--- src/rtl/axonerve_kvs_pkg.sv ---
// Shared types, field layout and opcode classification for the KVS command unpacker.
package axonerve_kvs_pkg;

   localparam int unsigned OPCODE_WIDTH = 8;
   localparam int unsigned KEY_LSB      = 0;

   typedef enum logic [OPCODE_WIDTH-1:0] {
      OP_NOP    = 8'd0,
      OP_SEARCH = 8'd1,
      OP_INSERT = 8'd2,
      OP_DELETE = 8'd3,
      OP_UPDATE = 8'd4
   } kvs_opcode_e;

   // Beat buffer occupancy; HOLD whenever any lane is still pending.
   typedef enum logic {
      BUF_EMPTY = 1'b0,
      BUF_HOLD  = 1'b1
   } buf_state_e;

   // Only the four engine operations are forwarded; everything else is dropped.
   function automatic logic is_legal_opcode(input logic [OPCODE_WIDTH-1:0] op);
      case (op)
         OP_SEARCH, OP_INSERT, OP_DELETE, OP_UPDATE: return 1'b1;
         default:                                    return 1'b0;
      endcase
   endfunction

endpackage

--- src/rtl/axonerve_kvs_lane_select.sv ---
// Lowest-set-bit priority select over the pending lane mask.
module axonerve_kvs_lane_select #(
   parameter int unsigned LANES = 4,
   parameter int unsigned IDX_W = 2
) (
   input  logic [LANES-1:0] mask_i,
   output logic [IDX_W-1:0] idx_o,
   output logic [LANES-1:0] onehot_o,
   output logic             single_o
);

   logic found;

   // Scan from lane 0 upward so the oldest record in the beat leaves first.
   always_comb begin
      idx_o    = '0;
      onehot_o = '0;
      found    = 1'b0;
      for (int unsigned l = 0; l < LANES; l++) begin
         if (mask_i[l] && !found) begin
            idx_o       = IDX_W'(l);
            onehot_o[l] = 1'b1;
            found       = 1'b1;
         end
      end
   end

   // Exactly one bit set: nonzero and clearing the lowest bit leaves nothing.
   always_comb begin
      single_o = (mask_i != '0) && ((mask_i & ~onehot_o) == '0);
   end

endmodule

--- src/rtl/axonerve_kvs_cmd_unpacker.sv ---
// Splits wide AXI-Stream beats into KVS command records, drops NOP/illegal
// records and issues the legal ones one per cycle to the engine.
//
// state     | meaning
// ----------+-----------------------------------------------------------
// BUF_EMPTY | pending mask is zero; ready for a new beat
// BUF_HOLD  | beat buffered, at least one legal record still to be issued
module axonerve_kvs_cmd_unpacker
   import axonerve_kvs_pkg::*;
#(
   parameter int unsigned C_AXIS_TDATA_WIDTH = 512,
   parameter int unsigned C_RECORD_WIDTH     = 128,
   parameter int unsigned C_KEY_WIDTH        = 64,
   parameter int unsigned C_VALUE_WIDTH      = 32,
   parameter int unsigned C_COUNT_WIDTH      = 32
) (
   input  logic                          aclk,
   input  logic                          areset,
   input  logic                          s_axis_tvalid,
   output logic                          s_axis_tready,
   input  logic [C_AXIS_TDATA_WIDTH-1:0] s_axis_tdata,
   input  logic                          s_axis_tlast,
   output logic                          m_cmd_valid,
   input  logic                          m_cmd_ready,
   output logic [OPCODE_WIDTH-1:0]       m_cmd_opcode,
   output logic [C_KEY_WIDTH-1:0]        m_cmd_key,
   output logic [C_VALUE_WIDTH-1:0]      m_cmd_value,
   output logic                          m_cmd_last,
   output logic                          batch_done,
   input  logic                          ctrl_clear,
   output logic [C_COUNT_WIDTH-1:0]      cmd_count,
   output logic [C_COUNT_WIDTH-1:0]      drop_count,
   output logic                          err_sticky
);

   localparam int unsigned LANES   = C_AXIS_TDATA_WIDTH / C_RECORD_WIDTH;
   localparam int unsigned IDX_W   = (LANES > 1) ? $clog2(LANES) : 1;
   localparam int unsigned VAL_LSB = KEY_LSB + C_KEY_WIDTH;
   localparam int unsigned RSV_LSB = VAL_LSB + C_VALUE_WIDTH;
   localparam int unsigned OPC_LSB = C_RECORD_WIDTH - OPCODE_WIDTH;
   localparam int unsigned RSV_W   = OPC_LSB - RSV_LSB;
   localparam logic [C_COUNT_WIDTH-1:0] CNT_ONE = 1;

   logic [OPCODE_WIDTH-1:0]  opc_q [LANES];
   logic [OPCODE_WIDTH-1:0]  opc_d [LANES];
   logic [C_KEY_WIDTH-1:0]   key_q [LANES];
   logic [C_KEY_WIDTH-1:0]   key_d [LANES];
   logic [C_VALUE_WIDTH-1:0] val_q [LANES];
   logic [C_VALUE_WIDTH-1:0] val_d [LANES];
   logic [LANES-1:0]         mask_q, mask_d;
   logic                     last_q, last_d;
   logic                     batch_done_q, batch_done_d;
   logic [C_COUNT_WIDTH-1:0] cmd_count_q, cmd_count_d;
   logic [C_COUNT_WIDTH-1:0] drop_count_q, drop_count_d;
   logic                     err_q, err_d;

   logic [OPCODE_WIDTH-1:0]  in_opc [LANES];
   logic [C_KEY_WIDTH-1:0]   in_key [LANES];
   logic [C_VALUE_WIDTH-1:0] in_val [LANES];
   logic [LANES-1:0]         in_legal, in_illegal;
   logic [C_COUNT_WIDTH-1:0] drop_inc;
   logic                     unused_rsv_bits;

   logic [IDX_W-1:0]         sel_idx;
   logic [LANES-1:0]         sel_onehot;
   logic                     sel_single;
   buf_state_e               buf_state;
   logic                     cmd_hs, accept;

   axonerve_kvs_lane_select #(
      .LANES (LANES),
      .IDX_W (IDX_W)
   ) u_lane_select (
      .mask_i   (mask_q),
      .idx_o    (sel_idx),
      .onehot_o (sel_onehot),
      .single_o (sel_single)
   );

   // Unpack the incoming beat into fields and classify every lane.
   always_comb begin
      drop_inc        = '0;
      unused_rsv_bits = 1'b0;
      for (int unsigned l = 0; l < LANES; l++) begin
         in_opc[l]     = s_axis_tdata[l*C_RECORD_WIDTH + OPC_LSB +: OPCODE_WIDTH];
         in_key[l]     = s_axis_tdata[l*C_RECORD_WIDTH + KEY_LSB +: C_KEY_WIDTH];
         in_val[l]     = s_axis_tdata[l*C_RECORD_WIDTH + VAL_LSB +: C_VALUE_WIDTH];
         in_legal[l]   = is_legal_opcode(in_opc[l]);
         in_illegal[l] = !in_legal[l] && (in_opc[l] != OP_NOP);
         if (!in_legal[l]) drop_inc = drop_inc + CNT_ONE;
         unused_rsv_bits = unused_rsv_bits ^ (^s_axis_tdata[l*C_RECORD_WIDTH + RSV_LSB +: RSV_W]);
      end
   end

   // Handshake qualification; the buffer refills in the same cycle its last record leaves.
   always_comb begin
      buf_state     = (mask_q != '0) ? BUF_HOLD : BUF_EMPTY;
      m_cmd_valid   = (buf_state == BUF_HOLD);
      m_cmd_last    = last_q && sel_single;
      cmd_hs        = m_cmd_valid && m_cmd_ready;
      s_axis_tready = !areset && ((buf_state == BUF_EMPTY) || (sel_single && cmd_hs));
      accept        = s_axis_tvalid && s_axis_tready;
   end

   // Next-state for buffer, completion pulse and statistics.
   always_comb begin
      mask_d       = mask_q;
      last_d       = last_q;
      opc_d        = opc_q;
      key_d        = key_q;
      val_d        = val_q;
      batch_done_d = cmd_hs && m_cmd_last;
      cmd_count_d  = cmd_count_q;
      drop_count_d = drop_count_q;
      err_d        = err_q;

      if (accept) begin
         mask_d = in_legal;
         last_d = s_axis_tlast;
         opc_d  = in_opc;
         key_d  = in_key;
         val_d  = in_val;
         if (in_legal == '0 && s_axis_tlast) batch_done_d = 1'b1;
      end else if (cmd_hs) begin
         mask_d = mask_q & ~sel_onehot;
      end

      if (ctrl_clear) begin
         cmd_count_d  = '0;
         drop_count_d = '0;
         err_d        = 1'b0;
      end else begin
         if (cmd_hs)                     cmd_count_d  = cmd_count_q + CNT_ONE;
         if (accept)                     drop_count_d = drop_count_q + drop_inc;
         if (accept && in_illegal != '0) err_d        = 1'b1;
      end
   end

   // State register; reset discards any buffered beat without signalling completion.
   always_ff @(posedge aclk or posedge areset) begin
      if (areset) begin
         mask_q       <= '0;
         last_q       <= 1'b0;
         batch_done_q <= 1'b0;
         cmd_count_q  <= '0;
         drop_count_q <= '0;
         err_q        <= 1'b0;
         for (int unsigned l = 0; l < LANES; l++) begin
            opc_q[l] <= '0;
            key_q[l] <= '0;
            val_q[l] <= '0;
         end
      end else begin
         mask_q       <= mask_d;
         last_q       <= last_d;
         batch_done_q <= batch_done_d;
         cmd_count_q  <= cmd_count_d;
         drop_count_q <= drop_count_d;
         err_q        <= err_d;
         opc_q        <= opc_d;
         key_q        <= key_d;
         val_q        <= val_d;
      end
   end

   // Command fields come straight from the buffer through the lane select.
   always_comb begin
      m_cmd_opcode = opc_q[sel_idx];
      m_cmd_key    = key_q[sel_idx];
      m_cmd_value  = val_q[sel_idx];
   end

   assign batch_done = batch_done_q;
   assign cmd_count  = cmd_count_q;
   assign drop_count = drop_count_q;
   assign err_sticky = err_q;

endmodule

--- config.mk ---
export PLATFORM = sky130hd
export DESIGN_NAME = axonerve_kvs_cmd_unpacker
export DESIGN_NICKNAME = d
export VERILOG_FILES = /design/src/rtl/axonerve_kvs_pkg.sv /design/src/rtl/axonerve_kvs_lane_select.sv /design/src/rtl/axonerve_kvs_cmd_unpacker.sv
export SDC_FILE = /design/constraint.sdc
export NUM_CORES = 1
export LEC_CHECK = 0
export CAP_MARGIN = 20
export CELL_PAD_IN_SITES_DETAIL_PLACEMENT = 1
export CELL_PAD_IN_SITES_GLOBAL_PLACEMENT = 1
export CORE_AREA = 2 2 272 274
export CTS_BUF_LIST = sky130_fd_sc_hd__clkbuf_2
export DETAILED_ROUTE_END_ITERATION = 10
export DIE_AREA = 0 0 274 276
export DONT_BUFFER_PORTS = 1
export PLACE_DENSITY_LB_ADDON = 0.1
export SLEW_MARGIN = 5
export SYNTH_ARGS = -nofsm -noshare
export SYNTH_HDL_FRONTEND = slang
export SYNTH_SLANG_ARGS = --single-unit
--- constraint.sdc ---
create_clock -name aclk -period 18.56 [get_ports aclk]
set_clock_uncertainty 0.2 [all_clocks]
set_input_delay 2.784 -clock aclk [delete_from_list [all_inputs] [get_ports aclk]]
set_output_delay 2.784 -clock aclk [all_outputs]
set_load 0.02 [all_outputs]
==> run_results.csv, run 1 <==
group,metric,value,unit
outcome,status,"finished clean",
routing,ant_nets,0,
routing,dr.first_iter.drc_count,821,
cts,htree_levels,4,
sta,tns,0,ps
synth,ys_seq_area_share,55.5,%
sta,hold_viol,0,
power,power_frac_clock,33.9,%
die,dieArea,75600,µm²
die,fp-row-count,99,
die,core,72600,µm²
critical_path,path_class,"flop to primary output",
cts,cts_hold_buf,0,
sta,worst_slew_pin_slew,1190,ps
routing,first_pass_iters,4,
power,combPwrFrac,14.9,%
critical_path,cp_data_arrival_time,4250,ps
cts,cts_root_buffer,"clkbuf_2",
power,switchingPower,0.800,mW
cts,tritoncts,"done",
routing,vias,16407,
sta,final_max_slew_viol_count,0,
cts,cts_buffers,147,
worst_hold_path,hold_class,"flop to flop",
sta,setup_violations,0,
sta,max_slew_margin,21.0,%
placed_design,portBuffers,0,
synth,synth_ff_type,"dfrtp_1",
power,vdd_drop_max,0.0386,mV
routing,vias_per_cell,4.81,
critical_path,crit_buf_inv,2,
global_route,grt_pass1_wl,110000,µm
die,start_util,30.3,%
synth,synth_enable_flop_cells,0,
global_route,grt_pass1_vias,17837,
cts,cts_resized,0,
critical_path,critPathMaxFanout,34,
sta,min_period,7240,ps
global_route,antenna_found_initial,12,
routing,drt_wl_total,72400,µm
critical_path,required,15580,ps
synth,synth_cell_types,54,
power,p_int,1.68,mW
synth,synth.yosys.warnings,0,
power,p_leak,12.4,nW
power,power.density,103,nW/µm²
power,sw_frac_of_total,32.3,%
die,die_w,274,µm
final_layout,fin_nets,2872,
sta,rsz0062_at_grt,"no",
sta,period_share,39.0,%
final_layout,n_fill_cell,8458,
critical_path,critPathTopFamily,"buffers and inverters",
cts,cts.reportedPaths.clkPinSlew,80,ps
placed_design,gp_congestion,0.815,
die,io_pins,691,
sta,fmax,138,MHz
synth,async_flop_share,100,%
global_route,grt.total_usage,19.2,%
synth,ys_seq_elements,487,
power,sequentialPowerShare,51.2,%
critical_path,worstSetupStartpointType,"flop",
critical_path,max_stage_delay,730,ps
synth,syn_area,22000,µm²
critical_path,crit_top_cell,"buf_4",
synth,synth_nets,2838,
cts,post_cts_buffers,0,
die,die_h,276,µm
cts,clkLatencyLatePin,1230,ps
synth,syn_area_per_cell,9.51,µm²
global_route,grt_max_degree,220,
placed_design,hpwl,49800,µm
routing,drc,0,
job,cap_violations,0,
sta,finalWorstSetupSlack,11320,ps
routing,wire_per_inst,21.2,µm
cts,cts_buffer_depth,3,
global_route,grt_overflow,0,
final_layout,drive_above_1_share,15.4,%
synth,synth_cells,2311,
cts,cts_sinks,487,
critical_path,worst_path_max_delay_cell,"mux4_2",
critical_path,worstPathCellList,"nor2b_1 -> o21bai_4 -> buf_4 -> buf_4 -> mux4_2",
final_layout,area_growth,9.75,%
critical_path,crit_path_end_kind,"primary output",
placed_design,pre_cts_slack,11480,ps
==> power groups by stage <==
stage                     registers, mW  logic [mW]  clock network, mW
after floorplan                    1.27       0.305                  0
after global placement             1.28       0.371                  0
final                              1.27       0.370              0.839
after detailed placement           1.29       0.381                  0
after global routing               1.29       0.419              0.947
after CTS                          1.27       0.381              0.893
==> registers in the layout, summed over array words and instances, names as in the netlist <==
| name | count |
|---|---|
| batch_done | 1 |
| cmd_count | 32 |
| drop_count | 32 |
| err_sticky | 1 |
| key_q | 256 |
| last_q | 1 |
| mask_q | 4 |
| opc_q | 32 |
| val_q | 128 |
==> path summary, 6_finish.rpt <==
check,startpoint,endpoint,slack (ps),cells past startpoint
min in group asynchronous,areset,drop_count[0],1300,1
min,key_q[200],key_q[200],260,2
max in group asynchronous,areset,key_q[187],14570,3
min reg2reg,key_q[200],key_q[200],260,2
max,mask_q[3],m_cmd_key[0],11320,5
max reg2reg,mask_q[0],key_q[98],14770,7
==> layout by cell type, fill, tap and decap left out, types with 11 or more instances in the layout <==
cell,n
xnor2_1,16
xor2_1,38
o21ai_0,13
mux4_2,104
and3_1,12
nand2_1,1277
inv_1,14
nand3_1,25
dfrtp_1,487
nand4_1,15
clkbuf_2,219
buf_4,13
clkinv_1,11
nor2_1,73
==> routing by layer <==
metal / share of wire, % / GRT usage (%) / vias to the layer above
li1: - / - / 7562
met3: 10 / 9.03 / 141
met2: 48 / 31.3 / 508
met1: 38 / 21.7 / 8190
met5: 0.061 / 0 / -
met4: 2.8 / 7.30 / 6
==> kinds of logic after synthesis <==
| kind of cell | after synthesis | share of synthesized area [%] |
|---|---|---|
| xor+xnor | 54 | 2.15 |
| flops | 487 | 55.5 |
| simple gates | 1457 | 26.3 |
| other cells | 1 | 0.0171 |
| mux | 111 | 11.0 |
| compound gates | 44 | 1.46 |
| buf+inv | 147 | 2.99 |
| fa+ha+maj | 10 | 0.592 |
==> worst min-delay path, stage by stage, from the launching register on <==
cell     delay [ps]
dfrtp_1         340
nand2_1          50
nand2_1          40
==> Yosys cell counts (3+ instances only) <==
| library cell | n | area share [%] |
|---|---|---|
| and3_1 | 12 | 0.34 |
| o21ai_1 | 3 | 0.068 |
| buf_6 | 3 | 0.15 |
| xor2_1 | 38 | 1.5 |
| and4_1 | 7 | 0.28 |
| nor3_2 | 4 | 0.18 |
| or4_1 | 3 | 0.10 |
| nand3_1 | 25 | 0.57 |
| ha_1 | 8 | 0.46 |
| or3_1 | 8 | 0.23 |
| buf_2 | 67 | 1.5 |
| mux4_2 | 104 | 11 |
| xnor2_1 | 16 | 0.64 |
| nor2b_1 | 9 | 0.26 |
| dfrtp_1 | 487 | 55 |
| mux2_1 | 4 | 0.20 |
| a21oi_1 | 7 | 0.16 |
| nor2_1 | 73 | 1.2 |
| nand4_1 | 15 | 0.43 |
| nand3b_1 | 5 | 0.17 |
| nor3_1 | 6 | 0.14 |
| o21ai_0 | 13 | 0.30 |
| inv_1 | 15 | 0.26 |
| and2_1 | 4 | 0.11 |
| clkbuf_1 | 61 | 1.0 |
| nand2_1 | 1277 | 22 |
==> cell type report <==
cell class / count / area (µm²) / share of cell area, %
timing repair buffer: 17 / 178 / 0.737
clock buffer: 219 / 1100 / 4.54
inverter: 15 / 63.8 / 0.265
multi-input combinational: 1677 / 9170 / 38.0
clock inverter: 25 / 201 / 0.835
sequential: 487 / 12200 / 50.5
antenna: 10 / 25.0 / 0.104
tap: 959 / 1200 / 4.97
==> per-stage QoR <==
| step | hold WS (ps) | power, mW | utilization [%] | cell area [µm²] | std cells |
|---|---|---|---|---|---|
| after floorplan | 230 | 1.57 | - | 22000 | 2311 |
| after global placement | 245 | 1.65 | 31.4 | 22800 | 3154 |
| after detailed placement | 249 | 1.67 | 31.4 | 22800 | 3154 |
| after CTS | 268 | 2.55 | 33.2 | 24100 | 3398 |
| after global routing | 295 | 2.65 | 33.2 | 24100 | 3405 |
| final | 265 | 2.48 | 33.2 | 24100 | 3409 |
No activity file was read; power rests on OpenSTA's default activity.
==> run 2, diff against run 1 <==
Clock period 18.56 ns to 7.1 ns, I/O delays scaled along.
==> run 2 against run 1 <==
  * Non-clock buffer count grew 426
  * Sequential power grew to 2.6 times the previous value
  * Utilization grew 5.9 points
  * Worst setup slack lost 9500 ps
  * First-iteration DRC count grew 19%
  * Wire length grew 7.9%
  * Critical path type is now primary input to flop
  * Largest cell class unchanged
==> run_results.csv, run 2 (same netlist as run 1, synthesis figures left out) <==
group,metric,value,unit
outcome,status,"finished clean",
global_route,antenna_found_initial,15,
power,sequentialPowerShare,50.0,%
cts,cts_root_buffer,"clkbuf_2",
final_layout,largest_register_ffs,256,
sta,fmax,188,MHz
power,power_frac_clock,31.8,%
cts,clkLatencyLatePin,1270,ps
critical_path,critPathMaxFanout,7,
global_route,grt_pass1_wl,121000,µm
cts,cts_buffers,146,
power,power.density,234,nW/µm²
placed_design,hpwl,51400,µm
sta,finalWorstSetupSlack,1780,ps
final_layout,layout_commonest_cell,"nand2_1",
sta,setup_violations,0,
die,start_util,30.3,%
power,p_leak,14.2,nW
die,die_h,276,µm
job,cap_violations,0,
die,dieArea,75600,µm²
global_route,grt_pass1_vias,20375,
sta,hold_viol,0,
routing,first_pass_iters,4,
critical_path,required,7990,ps
power,sw_frac_of_total,32.9,%
routing,vias_per_cell,4.77,
power,vdd_drop_max,0.107,mV
cts,cts.reportedPaths.clkPinSlew,80,ps
sta,final_max_slew_viol_count,0,
final_layout,area_growth,29.3,%
placed_design,placed_area,22900,µm²
final_layout,final_area,28400,µm²
global_route,grt_max_degree,174,
sta,min_period,5320,ps
sta,worst_slew_pin_slew,1070,ps
final_layout,final_util,39.2,%
routing,ant_nets,0,
die,core,72600,µm²
final_layout,fin_cells,3827,
critical_path,worstSetupStartpointType,"primary input",
sta,max_slew_margin,28.6,%
final_layout,final_cell_mix,"nand2_1 (1277), dfrtp_1 (487), dlygate4sd3_1 (425)",
critical_path,cp_data_arrival_time,6200,ps
global_route,grt_overflow,0,
power,combPwrFrac,18.2,%
power,p_int,4.46,mW
placed_design,dpl.cell_count,3154,
routing,drt_wl_total,78200,µm
power,switchingPower,2.19,mW
die,fp-row-count,99,
cts,tritoncts,"done",
final_layout,fin_nets,3297,
routing,dr.first_iter.drc_count,975,
critical_path,crit_path_end_kind,"flop",
routing,drc,0,
critical_path,path_class,"primary input to flop",
global_route,grt.total_usage,20.7,%
final_layout,reg.largest.list,"key_q x256, val_q x128",
power,totalPowerFinal,6.65,mW
cts,cts_buffer_depth,3,
die,io_pins,691,
placed_design,pre_cts_slack,1600,ps
routing,vias,18250,
sta,rsz0062_at_grt,"no",
worst_hold_path,hold_class,"primary input to flop",
routing,wire_per_inst,20.4,µm
placed_design,gp_congestion,0.817,
placed_design,portBuffers,0,
cts,htree_levels,4,
die,die_w,274,µm
final_layout,drive_above_1_share,12.7,%
final_layout,top_register,"key_q",
cts,cts_sinks,487,
sta,period_share,74.9,%
[run 2: cell types whose count changed in the layout (fill, tap and decap cells not counted), moves of 4 or more]
cell,delta
buf_12,+4
buf_4,-5
clkbuf_2,-17
clkinv_1,+10
dlygate4sd3_1,+425
[run 2: path summary, 6_finish.rpt]
check,start,to,slack [ps],cells past startpoint
worst max register to register,mask_q[2],key_q[173],3730,7
min in group asynchronous,areset,batch_done,460,3
worst max-delay path,s_axis_tdata[253],drop_count[31],1780,15
worst min register to register,key_q[191],key_q[191],260,2
worst min-delay path,s_axis_tdata[122],mask_q[0],220,4
max in group asynchronous,areset,key_q[203],3840,5
[run 2: timing repair]
item | 4_1_cts | 5_1_grt
resized for setup | 0 | 0
setup buffers | 0 | 0
endpoints found under the hold margin | 558 | 0
hold buffers | 426 | 0
[run 2: metrics by stage]
step	setup TNS, ps	hold WS [ps]
after global routing	0	92.4
after global placement	0	244
after detailed placement	0	251
final	0	223
after floorplan	-1624140	230
after CTS	0	3.15
[run 2: power by group through the flow]
stage	Clock (mW)	Sequential, mW	Combinational [mW]
final	2.11	3.33	1.21
after global routing	2.39	3.37	1.35
after CTS	2.24	3.33	1.23
after detailed placement	0	3.38	1.01
after global placement	0	3.36	0.984
after floorplan	0	3.31	0.800
[run 2: final cells by class]
type                       count  area, µm²
fill                        8366      44200
sequential                   487      12200
multi-input combinational   1677       9190
timing repair buffer         443       4530
tap                          959       1200
clock buffer                 202       1010
clock inverter                35        220
inverter                      15       60.1
antenna                        9       22.5
[run 2: per-layer routing]
| metal | global-route usage (%) | wire length, µm | part of all wire, % | vias up |
|---|---|---|---|---|
| met3 | 6.97 | 5520 | 7.1 | 171 |
| met5 | 0 | 56 | 0.072 | - |
| li1 | - | - | - | 8401 |
| met2 | 34.3 | 38200 | 49 | 559 |
| met1 | 24.5 | 31600 | 40 | 9109 |
| met4 | 8.97 | 2830 | 3.6 | 10 |
[run 2: worst max-delay path: stages]
cell and delay, ps:
dlygate4sd3_1 550, nor3_1 490, dlygate4sd3_1 680, nand4_1 270, ha_1 410, xnor2_1 280
ha_1 290, mux2_2 280, ha_1 290, a211o_1 330, a21oi_2 410, or2_2 260
nor2_4 60, and4bb_1 240, mux2_4 290
